==> src/rtl/fetch_pkg.sv <==
// Shared types and helpers for the instruction-fetch sequencer.
// Holds the FSM state encoding and the ROM address range check.
package fetch_pkg;

    typedef enum logic [2:0] {
        S_IDLE,
        S_REQ,
        S_WAIT,
        S_VALID,
        S_FAULT
    } state_t;

    localparam int INSTR_BYTES = 4;
    localparam int WORD_LSB    = 2;

    // True when addr is word aligned and inside the implemented ROM.
    function automatic logic in_range(
        input logic [63:0] addr,
        input int unsigned words
    );
        logic [63:0] limit;
        limit = 64'(words) * 64'(INSTR_BYTES);
        return (addr[WORD_LSB-1:0] == '0) && (addr < limit);
    endfunction

endpackage

==> src/rtl/next_pc_unit.sv <==
// Next-PC selection: sequential increment or branch redirect.
// Flags any candidate address that is misaligned, past the ROM or wrapped.
module next_pc_unit
    import fetch_pkg::*;
#(
    parameter int unsigned DATA_WIDTH = 32,
    parameter int unsigned ROM_WORDS  = 16
) (
    input  logic [DATA_WIDTH-1:0] pc,
    input  logic                  branch_taken,
    input  logic [DATA_WIDTH-1:0] branch_target,
    output logic [DATA_WIDTH-1:0] next_pc,
    output logic                  next_fault
);

    logic [DATA_WIDTH:0] seq_sum;

    // Pick the candidate address and range-check it; a carry out is a wrap.
    always_comb begin
        seq_sum    = {1'b0, pc} + (DATA_WIDTH+1)'(INSTR_BYTES);
        next_pc    = seq_sum[DATA_WIDTH-1:0];
        next_fault = 1'b0;
        if (branch_taken) begin
            next_pc    = branch_target;
            next_fault = !in_range(64'(branch_target), ROM_WORDS);
        end else begin
            next_fault = seq_sum[DATA_WIDTH]
                       | !in_range(64'(seq_sum[DATA_WIDTH-1:0]), ROM_WORDS);
        end
    end

endmodule

==> src/rtl/fetch_sequencer.sv <==
// Multicycle instruction-fetch controller between the ROM and decode.
// Issues word fetches, presents words with valid/ready, handles redirects.
module fetch_sequencer
    import fetch_pkg::*;
#(
    parameter int unsigned          DATA_WIDTH  = 32,
    parameter logic [DATA_WIDTH-1:0] RESET_PC   = '0,
    parameter int unsigned          MEM_LATENCY = 0,
    parameter int unsigned          ROM_WORDS   = 16
) (
    input  logic                  clk,
    input  logic                  reset,
    input  logic                  en,
    output logic                  imem_req,
    output logic [DATA_WIDTH-1:0] imem_addr,
    input  logic [DATA_WIDTH-1:0] imem_rdata,
    output logic [DATA_WIDTH-1:0] instr,
    output logic [DATA_WIDTH-1:0] pc_out,
    output logic                  instr_valid,
    input  logic                  instr_ready,
    input  logic                  branch_taken,
    input  logic [DATA_WIDTH-1:0] branch_target,
    output logic                  fault,
    output logic [DATA_WIDTH-1:0] fault_pc
);

    localparam logic [1:0] LAT      = 2'(MEM_LATENCY);
    localparam bit         ZERO_LAT = (MEM_LATENCY == 0);

    state_t                state;
    logic [DATA_WIDTH-1:0] pc;
    logic [1:0]            cnt;
    logic                  squash;
    logic [DATA_WIDTH-1:0] nxt_pc;
    logic                  nxt_fault;

    assign imem_addr = pc;

    next_pc_unit #(
        .DATA_WIDTH (DATA_WIDTH),
        .ROM_WORDS  (ROM_WORDS)
    ) u_next_pc (
        .pc            (pc),
        .branch_taken  (branch_taken),
        .branch_target (branch_target),
        .next_pc       (nxt_pc),
        .next_fault    (nxt_fault)
    );

    // Fetch FSM: owns pc, latency counter, squash flag and all outputs.
    always_ff @(posedge clk) begin
        if (reset) begin
            state       <= S_IDLE;
            pc          <= RESET_PC;
            cnt         <= '0;
            squash      <= 1'b0;
            imem_req    <= 1'b0;
            instr       <= '0;
            pc_out      <= RESET_PC;
            instr_valid <= 1'b0;
            fault       <= 1'b0;
            fault_pc    <= '0;
        end else begin
            imem_req <= 1'b0;
            unique case (state)
                S_IDLE: begin
                    if (branch_taken && nxt_fault) begin
                        state    <= S_FAULT;
                        fault    <= 1'b1;
                        fault_pc <= nxt_pc;
                    end else begin
                        if (branch_taken) pc <= nxt_pc;
                        if (en) begin
                            state    <= S_REQ;
                            imem_req <= 1'b1;
                        end
                    end
                end
                S_REQ: begin
                    if (branch_taken) begin
                        if (nxt_fault) begin
                            state    <= S_FAULT;
                            fault    <= 1'b1;
                            fault_pc <= nxt_pc;
                        end else begin
                            pc <= nxt_pc;
                            if (ZERO_LAT) begin
                                state    <= en ? S_REQ : S_IDLE;
                                imem_req <= en;
                            end else begin
                                squash <= 1'b1;
                                cnt    <= LAT;
                                state  <= S_WAIT;
                            end
                        end
                    end else if (ZERO_LAT) begin
                        instr       <= imem_rdata;
                        pc_out      <= pc;
                        instr_valid <= 1'b1;
                        state       <= S_VALID;
                    end else begin
                        cnt   <= LAT;
                        state <= S_WAIT;
                    end
                end
                S_WAIT: begin
                    cnt <= cnt - 2'd1;
                    if (branch_taken && nxt_fault) begin
                        state    <= S_FAULT;
                        fault    <= 1'b1;
                        fault_pc <= nxt_pc;
                    end else begin
                        if (branch_taken) pc <= nxt_pc;
                        if (cnt == 2'd1) begin
                            if (squash || branch_taken) begin
                                squash   <= 1'b0;
                                state    <= en ? S_REQ : S_IDLE;
                                imem_req <= en;
                            end else begin
                                instr       <= imem_rdata;
                                pc_out      <= pc;
                                instr_valid <= 1'b1;
                                state       <= S_VALID;
                            end
                        end else if (branch_taken) begin
                            squash <= 1'b1;
                        end
                    end
                end
                S_VALID: begin
                    if (instr_ready || branch_taken) begin
                        instr_valid <= 1'b0;
                        if (nxt_fault) begin
                            state    <= S_FAULT;
                            fault    <= 1'b1;
                            fault_pc <= nxt_pc;
                        end else begin
                            pc       <= nxt_pc;
                            state    <= en ? S_REQ : S_IDLE;
                            imem_req <= en;
                        end
                    end
                end
                S_FAULT: begin
                    instr_valid <= 1'b0;
                end
                default: begin
                    state <= S_IDLE;
                end
            endcase
        end
    end

endmodule

==> config.mk <==
export PLATFORM = sky130hd
export DESIGN_NAME = fetch_sequencer
export DESIGN_NICKNAME = d
export VERILOG_FILES = /design/src/rtl/fetch_pkg.sv /design/src/rtl/next_pc_unit.sv /design/src/rtl/fetch_sequencer.sv
export SDC_FILE = /design/constraint.sdc
export NUM_CORES = 1
export LEC_CHECK = 0
export CAP_MARGIN = 20
export CORE_MARGIN = 2
export CORE_UTILIZATION = 50
export CTS_BUF_LIST = sky130_fd_sc_hd__clkbuf_16
export DETAILED_ROUTE_END_ITERATION = 8
export GPL_ROUTABILITY_DRIVEN = 0
export PLACE_DENSITY = 0.94
export SYNTH_ARGS = -nofsm -noshare
export SYNTH_HDL_FRONTEND = slang
export SYNTH_SLANG_ARGS = --single-unit
export TNS_END_PERCENT = 10
==> constraint.sdc <==
create_clock -name clk -period 7.55 [get_ports clk]
set_clock_uncertainty 0.15 [all_clocks]
set_input_delay 1.1325 -clock clk [delete_from_list [all_inputs] [get_ports clk]]
set_output_delay 1.1325 -clock clk [all_outputs]
set_load 0.02 [all_outputs]
Word-level counts from Yosys, hierarchy flattened
Index checks and enable logic that the tools add are counted.
{ "op_classes": {"bitwise_logic": 3, "n_mux": 56, "shifts": 0, "n_eq_ne": 17, "reduce_logical": 21, "n_mul": 0, "n_div": 0, "magnitude_cmp": 2, "add_sub_neg": 2} }
{ "op_table": {"columns": ["operator", "count"], "rows": [
  ["$mux 32", 18],
  ["$pmux 32 s3", 2],
  ["$pmux 32 s2", 2],
  ["$lt 32x7->1 const B", 2],
  ["$add 32x3->33 const B", 1],
  ["$mux 1", 22],
  ["$mux 3", 7],
  ["$pmux 3 s5", 1],
  ["$ne 2x2->1 const B", 7],
  ["$reduce_and 4->1", 3],
  ["$reduce_and 5->1", 2],
  ["$pmux 1 s4", 2],
  ["$eq 3x2->1 const B", 2],
  ["$ne 2x1->1 const B", 3],
  ["$ne 3x3->1 const B", 2],
  ["$reduce_and 6->1", 1],
  ["$logic_not 2->1", 2],
  ["$reduce_bool 2->1", 2],
  ["$reduce_bool 4->1", 1],
  ["$eq 3x1->1 const B", 1],
  ["$eq 3x3->1 const B", 1],
  ["$logic_and 1x1->1", 3],
  ["$logic_not 3->1", 1],
  ["$pmux 1 s3", 1],
  ["9 further kinds", 12]
]} }
{ "totals": {"word_cells": 111, "register_bits": 137, "memories": 0, "latchBits": 0, "romBits": 0, "ramBits": 0, "in_bits": 69} }

Depth between registers and ports, before layout
Gate-level depths: netlist of the first run.
{ "logic_depth": {"ltp_word": 9, "ltp_mapped": 13, "ltp_nobuf": 9} }

Modules after synthesis
From an unflattened synthesis of the first run, not the netlist that was laid out.
{ "hier_totals": {"cells_unflattened": 865, "hier_area_um2": 6432.4} }
{ "by_module_without_submodules": {"columns": ["module", "area_per_inst_um2", "instances", "cells_per_inst", "seq_area_each_um2"], "rows": [
  ["fetch_sequencer", 4953.5, 1, 630, 2742.6],
  ["next_pc_unit", 1478.9, 1, 235, 0.0]
]} }

Worst setup path after synthesis of the first run
OpenSTA, ideal clock, no wires.
{ "synth_path": {"path_kind": "flip-flop to flip-flop", "from": "register pc[8], in the netlist imem_addr[8]", "to": "register fault_pc[9]", "slack_ps": 3950, "required_time_ps": 7277, "arrival_time_ps": 3327, "n_path_buf": 2, "stages_incl_launch_ff": 11, "synth_period_minus_slack_ps": 3600, "path_cell_list": "dfxtp_1 buf_2 nand3_2 nor4_1 nand4_1 xnor2_1 or4_1 o31ai_4 or2_1 buf_4 mux2_1"} }
{ "synth_via": {"elab_chain_len": 9, "word_cells_on_any_way": 15} }
{ "synth_rtl": {"columns": ["item", "line", "text"], "rows": [
  ["start: declaration", "fetch_sequencer.sv:31", "logic [DATA_WIDTH-1:0] pc;"],
  ["start signal: assignment", "fetch_sequencer.sv:72", "if (branch_taken) pc <= nxt_pc;"],
  ["start signal: assignment", "fetch_sequencer.sv:86", "pc <= nxt_pc;"],
  ["start signal: assignment", "fetch_sequencer.sv:113", "if (branch_taken) pc <= nxt_pc;"],
  ["$add 32x3->33 (*)", "next_pc_unit.sv:20", "seq_sum = {1'b0, pc} + (DATA_WIDTH+1)'(INSTR_BYTES);"],
  ["$lt 32x7->1", "fetch_pkg.sv:23", "return (addr[WORD_LSB-1:0] == '0) && (addr < limit);"],
  ["$logic_and 1x1->1", "fetch_pkg.sv:23", null],
  ["$logic_not 1->1", "next_pc_unit.sv:28", "| !in_range(64'(seq_sum[DATA_WIDTH-1:0]), ROM_WORDS);"],
  ["$or 1x1->1", "next_pc_unit.sv:28", null],
  ["$mux 1", "next_pc_unit.sv:23", "if (branch_taken) begin"],
  ["$mux 32 or $logic_and 1x1->1 (tied branches)", null, null],
  ["$mux 32 (tied with other cells)", "fetch_sequencer.sv:131", "if (instr_ready || branch_taken) begin"],
  ["$pmux 32 s3 or $reduce_and 4->1 (tied branches)", null, null],
  ["end signal: assignment", "fetch_sequencer.sv:70", "fault_pc <= nxt_pc;"],
  ["end signal: assignment", "fetch_sequencer.sv:84", "fault_pc <= nxt_pc;"],
  ["end signal: assignment", "fetch_sequencer.sv:136", "fault_pc <= nxt_pc;"],
  ["end: declaration", "fetch_sequencer.sv:24", "output logic [DATA_WIDTH-1:0] fault_pc"]
]} }
Mark *: on every way between the ends. The rest lies on a longest branch, timed or not. The select of a mux whose other input is x is not followed.
A chain may end at the register's enable or synchronous reset.

Worst setup path in the final report of the first run
{ "layout_path": {"from": "register pc[5], in the netlist imem_addr[5]", "to": "register fault_pc[9]"} }
The elaborated chain is that of the path after synthesis.

==> reports/metrics.yaml, run 1 <==
outcome:
  status: "finished clean"
route:
  wl_per_cell_um: 17.8
  drt.antenna.violating_nets: 0
  drtIter0Drc: 832
  drc_errors: 0
  viasPerCell: 5.85
  via_count: 6477
  routed_wl_mm: 19.7
  drtPass1Iterations: 5
final_layout:
  mostFrequentLayoutCells: "clkdlybuf4s50_1, nand2_1, dfxtp_1, a21oi_1, nor2_1"
  layout_commonest_cell: "clkdlybuf4s50_1"
  multi_input_area_um2: 3140
  diodes: 0
  final_cells: 1108
  postLayoutCellArea_um2: 8770
  syn2layout_area_growth_pct: 40.6
  post_route_cells_drive_above_1_share: 0.0521
  register_area_um2: 2740
  fillers: 899
  fin_nets: 999
sta:
  tns_ns: 0
  fmaxAchievable_mhz: 209
  period_share: 0.634
  hold_viol: 0
  rsz0062_at_grt: "false"
  setup_violations: 0
  period_minus_slack_ns: 4.78
  worst-slew-pin-transition_ns: 1.11
  slew_violations: 0
  slew_headroom: 0.257
setup_path:
  cp-start-kind: "register"
  crit_slowest_cell: "or4_1"
  cp-end-kind: "register"
  path_cells: "nand3_2, or4_1, nor3_1, xor2_1, or4_1, o31ai_4, buf_4, or2_1, buf_4, mux2_1"
  crit_path_max_fanout: 37
  cpLargestDelayFamily: "simple AND/OR/NAND/NOR gates"
  critical_path_arrival_ns: 4.94
  cpPeakStageDelay_ns: 0.84
  cp_data_required_time_ns: 7.71
  path_buf_inv: 2
  crit_type: "register to register"
global_routing:
  grt_use_total: 0.291
  globalRouteMet1Util: 0.374
  grt_pass1_wl_mm: 30.8
  use_met2: 0.474
  use_met3: 0.0779
  antenna_found_initial: 0
  grt_max_degree: 107
  grt.overflow.total: 0
  grt_pass1_vias: 6037
  grt_most_used_layer: "met2"
synth:
  synthMuxAreaShare: 0.0162
  ys_seq_area_frac: 0.440
  ys_warn_count: 0
  synth_simple_gate_area_share: 0.259
  avgSynthCellArea_um2: 8.05
  synth_cells: 775
  ys.flop_type: "dfxtp_1"
  ys_types: 58
  synthArstFlopShare: 0
  synth_fa_ha_area_frac: 0.00401
  synth-xor-area-share: 0.0351
  synth-compound-area-share: 0.188
  synth_top_family_by_area: "simple AND/OR/NAND/NOR gates"
  syn_area_um2: 6240
  synth_nets: 846
  synth_edf_count: 0
  ys_ff_latch: 137
clock_tree:
  root_buffer: "clkbuf_16"
  htree_levels: 4
  clk_pin_slew_ns: 0.06
  cts_hold_buf: 0
  numCtsBuffers: 17
  cts.repair.resized: 0
  cts_setup_buffers: 0
  clkLatencyLatePin_ns: 0.42
  cts_tree: "built"
  clock-sinks: 137
  clockBufferDepth: 2
floorplan:
  die_area_um2: 13400
  die_x_um: 116
  start_util: 0.515
  coreArea_um2: 12100
  die_h_um: 116
  num_rows: 40
  design.portCount: 200
power:
  power.total_uw: 1800
  ir_drop_mv: 0.179
  power-per-cell-area_nw_per_um2: 206
  leakagePower_uw: 0.00292
placed_design:
  dp.cells: 1077
  placed_cell_area_um2: 8160
  portBuffers: 199
  dpl.hpwl_mm: 13.1
run:
  cap_violations: 0
hold_path:
  hold_class: "register to register"
metrics by stage:
| stage | hold WS, ns | worst slack (ns) | utilization |
|---|---|---|---|
| floorplan | 0.304 | 3.95 | - |
| global placement | 0.291 | 3.04 | 0.674 |
| CTS | 0.303 | 2.87 | 0.724 |
| detailed placement | 0.286 | 2.88 | 0.674 |
| finish | 0.301 | 2.77 | 0.724 |
| global route | 0.313 | 2.54 | 0.724 |
cell families after synthesis:
family | Yosys count
multiplexers | 10
buffers and inverters | 82
XOR/XNOR | 25
adder cells (fa/ha/maj) | 2
AND/OR/NAND/NOR | 336
AO/OA/AOI/OAI | 183
flip-flops | 137
sequential cells by signal, indices dropped and copies added (netlist names):
name and count:
pc_out 32, instr 32, squash 1, cnt 2, instr_valid 1, imem_addr 32
state 3, imem_req 1, fault_pc 32, fault 1
final cells by class:
class / count / share of cell area
Clock buffer: 17 / 0.0485
Timing Repair Buffer: 204 / 0.231
Sequential cell: 137 / 0.313
Inverter: 12 / 0.00514
Tap cell: 168 / 0.0240
Multi-Input combinational cell: 556 / 0.358
Clock inverter: 14 / 0.0207
report_power, final:
group	leakage [µW]	switching (µW)	internal (µW)	total (µW)
combinational	0.00153	107	83.7	190
sequential	0.00111	16.3	741	758
clock	0.000286	309	545	854
routing by layer:
metal	up-vias	wire length, µm
li1	3028	-
met1	3002	7980
met2	386	9340
met3	61	1880
met4	0	507
met5	-	0
worst min-delay path, cell delays in order (launching register included):
cell and delay (ns):
dfxtp_1 0.30, nand2_1 0.05, a21oi_1 0.05
cell usage after synthesis (6+ instances only):
| library cell | count | area, µm² |
|---|---|---|
| a2111oi_0 | 9 | 78.8 |
| a211oi_1 | 6 | 45.0 |
| a21oi_1 | 93 | 465 |
| a31o_1 | 23 | 201 |
| and2_1 | 31 | 194 |
| buf_1 | 6 | 22.5 |
| buf_2 | 7 | 35.0 |
| buf_6 | 6 | 67.6 |
| clkbuf_1 | 50 | 188 |
| dfxtp_1 | 137 | 2740 |
| inv_1 | 10 | 37.5 |
| mux2i_1 | 9 | 90.1 |
| nand2_1 | 161 | 604 |
| nand3_1 | 12 | 60.1 |
| nand4_1 | 19 | 119 |
| nor2_1 | 36 | 135 |
| nor3_1 | 11 | 55.1 |
| nor4_1 | 34 | 213 |
| o211ai_1 | 7 | 52.6 |
| o21ai_0 | 13 | 65.1 |
| xnor2_1 | 17 | 149 |
| xor2_1 | 8 | 70.1 |
path summary, 6_finish.rpt:
check,from,endpoint,slack (ns),cells after the start
hold reg to reg,pc_out[3]$_SDFFE_PP0P_,pc_out[3]$_SDFFE_PP0P_,0.30,2
hold / removal,pc_out[3]$_SDFFE_PP0P_,pc_out[3]$_SDFFE_PP0P_,0.30,2
setup / recovery,imem_addr[5]$_SDFFE_PP0P_,fault_pc[9]$_SDFFE_PP0P_,2.77,10
setup reg to reg,imem_addr[5]$_SDFFE_PP0P_,fault_pc[9]$_SDFFE_PP0P_,2.77,10
Note: power is estimated with default switching activity, not from simulation.
==> inputs of run 2 (changes only) <==
--- a/config.mk
+++ b/config.mk
@@ -7,11 +7,11 @@
 export LEC_CHECK = 0
 export CAP_MARGIN = 20
 export CORE_MARGIN = 2
-export CORE_UTILIZATION = 50
+export CORE_UTILIZATION = 42
 export CTS_BUF_LIST = sky130_fd_sc_hd__clkbuf_16
 export DETAILED_ROUTE_END_ITERATION = 8
 export GPL_ROUTABILITY_DRIVEN = 0
-export PLACE_DENSITY = 0.94
+export PLACE_DENSITY = 0.85
 export SYNTH_ARGS = -nofsm -noshare
 export SYNTH_HDL_FRONTEND = slang
 export SYNTH_SLANG_ARGS = --single-unit
==> constraint.sdc (replaced) <==
create_clock -name clk -period 4.3 [get_ports clk]
set_clock_uncertainty 0.15 [all_clocks]
set_input_delay 0.645 -clock clk [delete_from_list [all_inputs] [get_ports clk]]
set_output_delay 0.645 -clock clk [all_outputs]
set_load 0.02 [all_outputs]
==> reports/metrics.yaml, run 2 (synthesis results as in run 1) <==
sta:
  tns_ns: 0
  slew_violations: 0
  slew_headroom: 0.356
  fmaxAchievable_mhz: 256
  worst_slack_ns: 0.392
  hold_viol: 0
  rsz0062_at_grt: "false"
  period_share: 0.909
  worst-slew-pin-transition_ns: 0.965
  period_minus_slack_ns: 3.91
  setup_violations: 0
outcome:
  status: "finished clean"
floorplan:
  die_h_um: 126
  die_x_um: 126
  num_rows: 44
  design.portCount: 200
  coreArea_um2: 14500
  start_util: 0.429
  die_area_um2: 15800
placed_design:
  placed_cell_area_um2: 8260
  dpl.hpwl_mm: 14.0
  portBuffers: 199
  dpl_worst_slack_ns: 0.492
power:
  leakagePower_uw: 0.00299
  ir_drop_mv: 0.289
  power-per-cell-area_nw_per_um2: 357
setup_path:
  cp-start-kind: "register"
  crit_type: "register to register"
  critical_path_arrival_ns: 4.07
  crit_path_max_fanout: 35
  cp-end-kind: "register"
  cp_data_required_time_ns: 4.46
  reg2reg_depth: 9
final_layout:
  postLayoutCellArea_um2: 8890
  register_area_um2: 2740
  mostFrequentLayoutCells: "clkdlybuf4s50_1, nand2_1, dfxtp_1, a21oi_1, nor2_1"
  diodes: 0
  layout_commonest_cell: "clkdlybuf4s50_1"
  multi_input_area_um2: 3140
  syn2layout_area_growth_pct: 42.5
  post_route_cells_drive_above_1_share: 0.0632
  fillers: 1240
  fin_nets: 1010
clock_tree:
  clockBufferDepth: 2
  clk_pin_slew_ns: 0.06
  clkLatencyLatePin_ns: 0.42
  htree_levels: 4
  numCtsBuffers: 17
  cts_setup_buffers: 0
  cts_tree: "built"
  cts.repair.resized: 0
  cts_hold_buf: 0
  clock-sinks: 137
  root_buffer: "clkbuf_16"
global_routing:
  grt_pass1_wl_mm: 31.6
  antenna_found_initial: 0
  grt_use_total: 0.246
  grt_max_degree: 55
  grt_pass1_vias: 6110
  grt.overflow.total: 0
route:
  via_count: 6494
  wl_per_cell_um: 17.5
  drt.antenna.violating_nets: 0
  drtIter0Drc: 648
  drc_errors: 0
  routed_wl_mm: 19.8
  drtPass1Iterations: 7
  viasPerCell: 5.73
hold_path:
  holdPathStages: 2
  hold_class: "register to register"
run:
  cap_violations: 0
## run 2: changes by cell type in the layout (fill, tap and decap cells not counted), sizes merged
| cell | delta |
|---|---|
| buf | +10 |
| clkdlybuf4s50 | +1 |
| clkinvlp | -1 |
## run 2: final timing paths
path                             startpoint                   endpoint  slack (ns)
setup / recovery  imem_addr[7]$_SDFFE_PP0P_  fault_pc[19]$_SDFFE_PP0P_        0.39
hold / removal       pc_out[1]$_SDFFE_PP0P_     pc_out[1]$_SDFFE_PP0P_        0.30
setup reg to reg  imem_addr[7]$_SDFFE_PP0P_  fault_pc[19]$_SDFFE_PP0P_        0.39
hold reg to reg      pc_out[1]$_SDFFE_PP0P_     pc_out[1]$_SDFFE_PP0P_        0.30
## run 2: stage by stage
step | hold slack (ns) | utilization | std cells | power, µW
final | 0.302 | 0.612 | 1134 | 3180
after global routing | 0.318 | 0.612 | 1134 | 3290
after detailed placement | 0.296 | 0.569 | 1103 | 1700
after global placement | 0.287 | 0.569 | 1103 | 1690
after floorplan | 0.304 | - | 775 | 1530
after CTS | 0.304 | 0.610 | 1133 | 3190
## run 2: metal layers
metal | vias to the layer above | wire, µm | global-route usage
met5 | - | 0 | 0
met4 | 0 | 780 | 0.115
met3 | 67 | 1850 | 0.0756
met2 | 360 | 9310 | 0.395
met1 | 3011 | 7890 | 0.304
li1 | 3056 | - | -
## run 2: critical path, stage by stage (launching register included)
cell       delay, ns
dfxtp_1         0.52
nand3_2         0.21
or4_1           0.80
nor3_1          0.30
xor2_1          0.13
or4_1           0.62
o31ai_4         0.25
buf_4           0.40
a2111oi_0       0.16
a31o_1          0.24
## run 2: layout make-up
class | count | share of cell area
clock buffer | 17 | 0.0479
clock inverter | 13 | 0.0203
inverter | 12 | 0.00507
multi-input combinational | 556 | 0.354
sequential | 137 | 0.309
tap | 184 | 0.0259
timing repair buffer | 215 | 0.239
## run 2: power breakdown
group | leakage, µW | internal [µW] | total, µW | switching, µW
Clock | 0.000290 | 959 | 1500 | 538
Sequential | 0.00111 | 1300 | 1320 | 22.6
Combinational | 0.00159 | 156 | 354 | 198
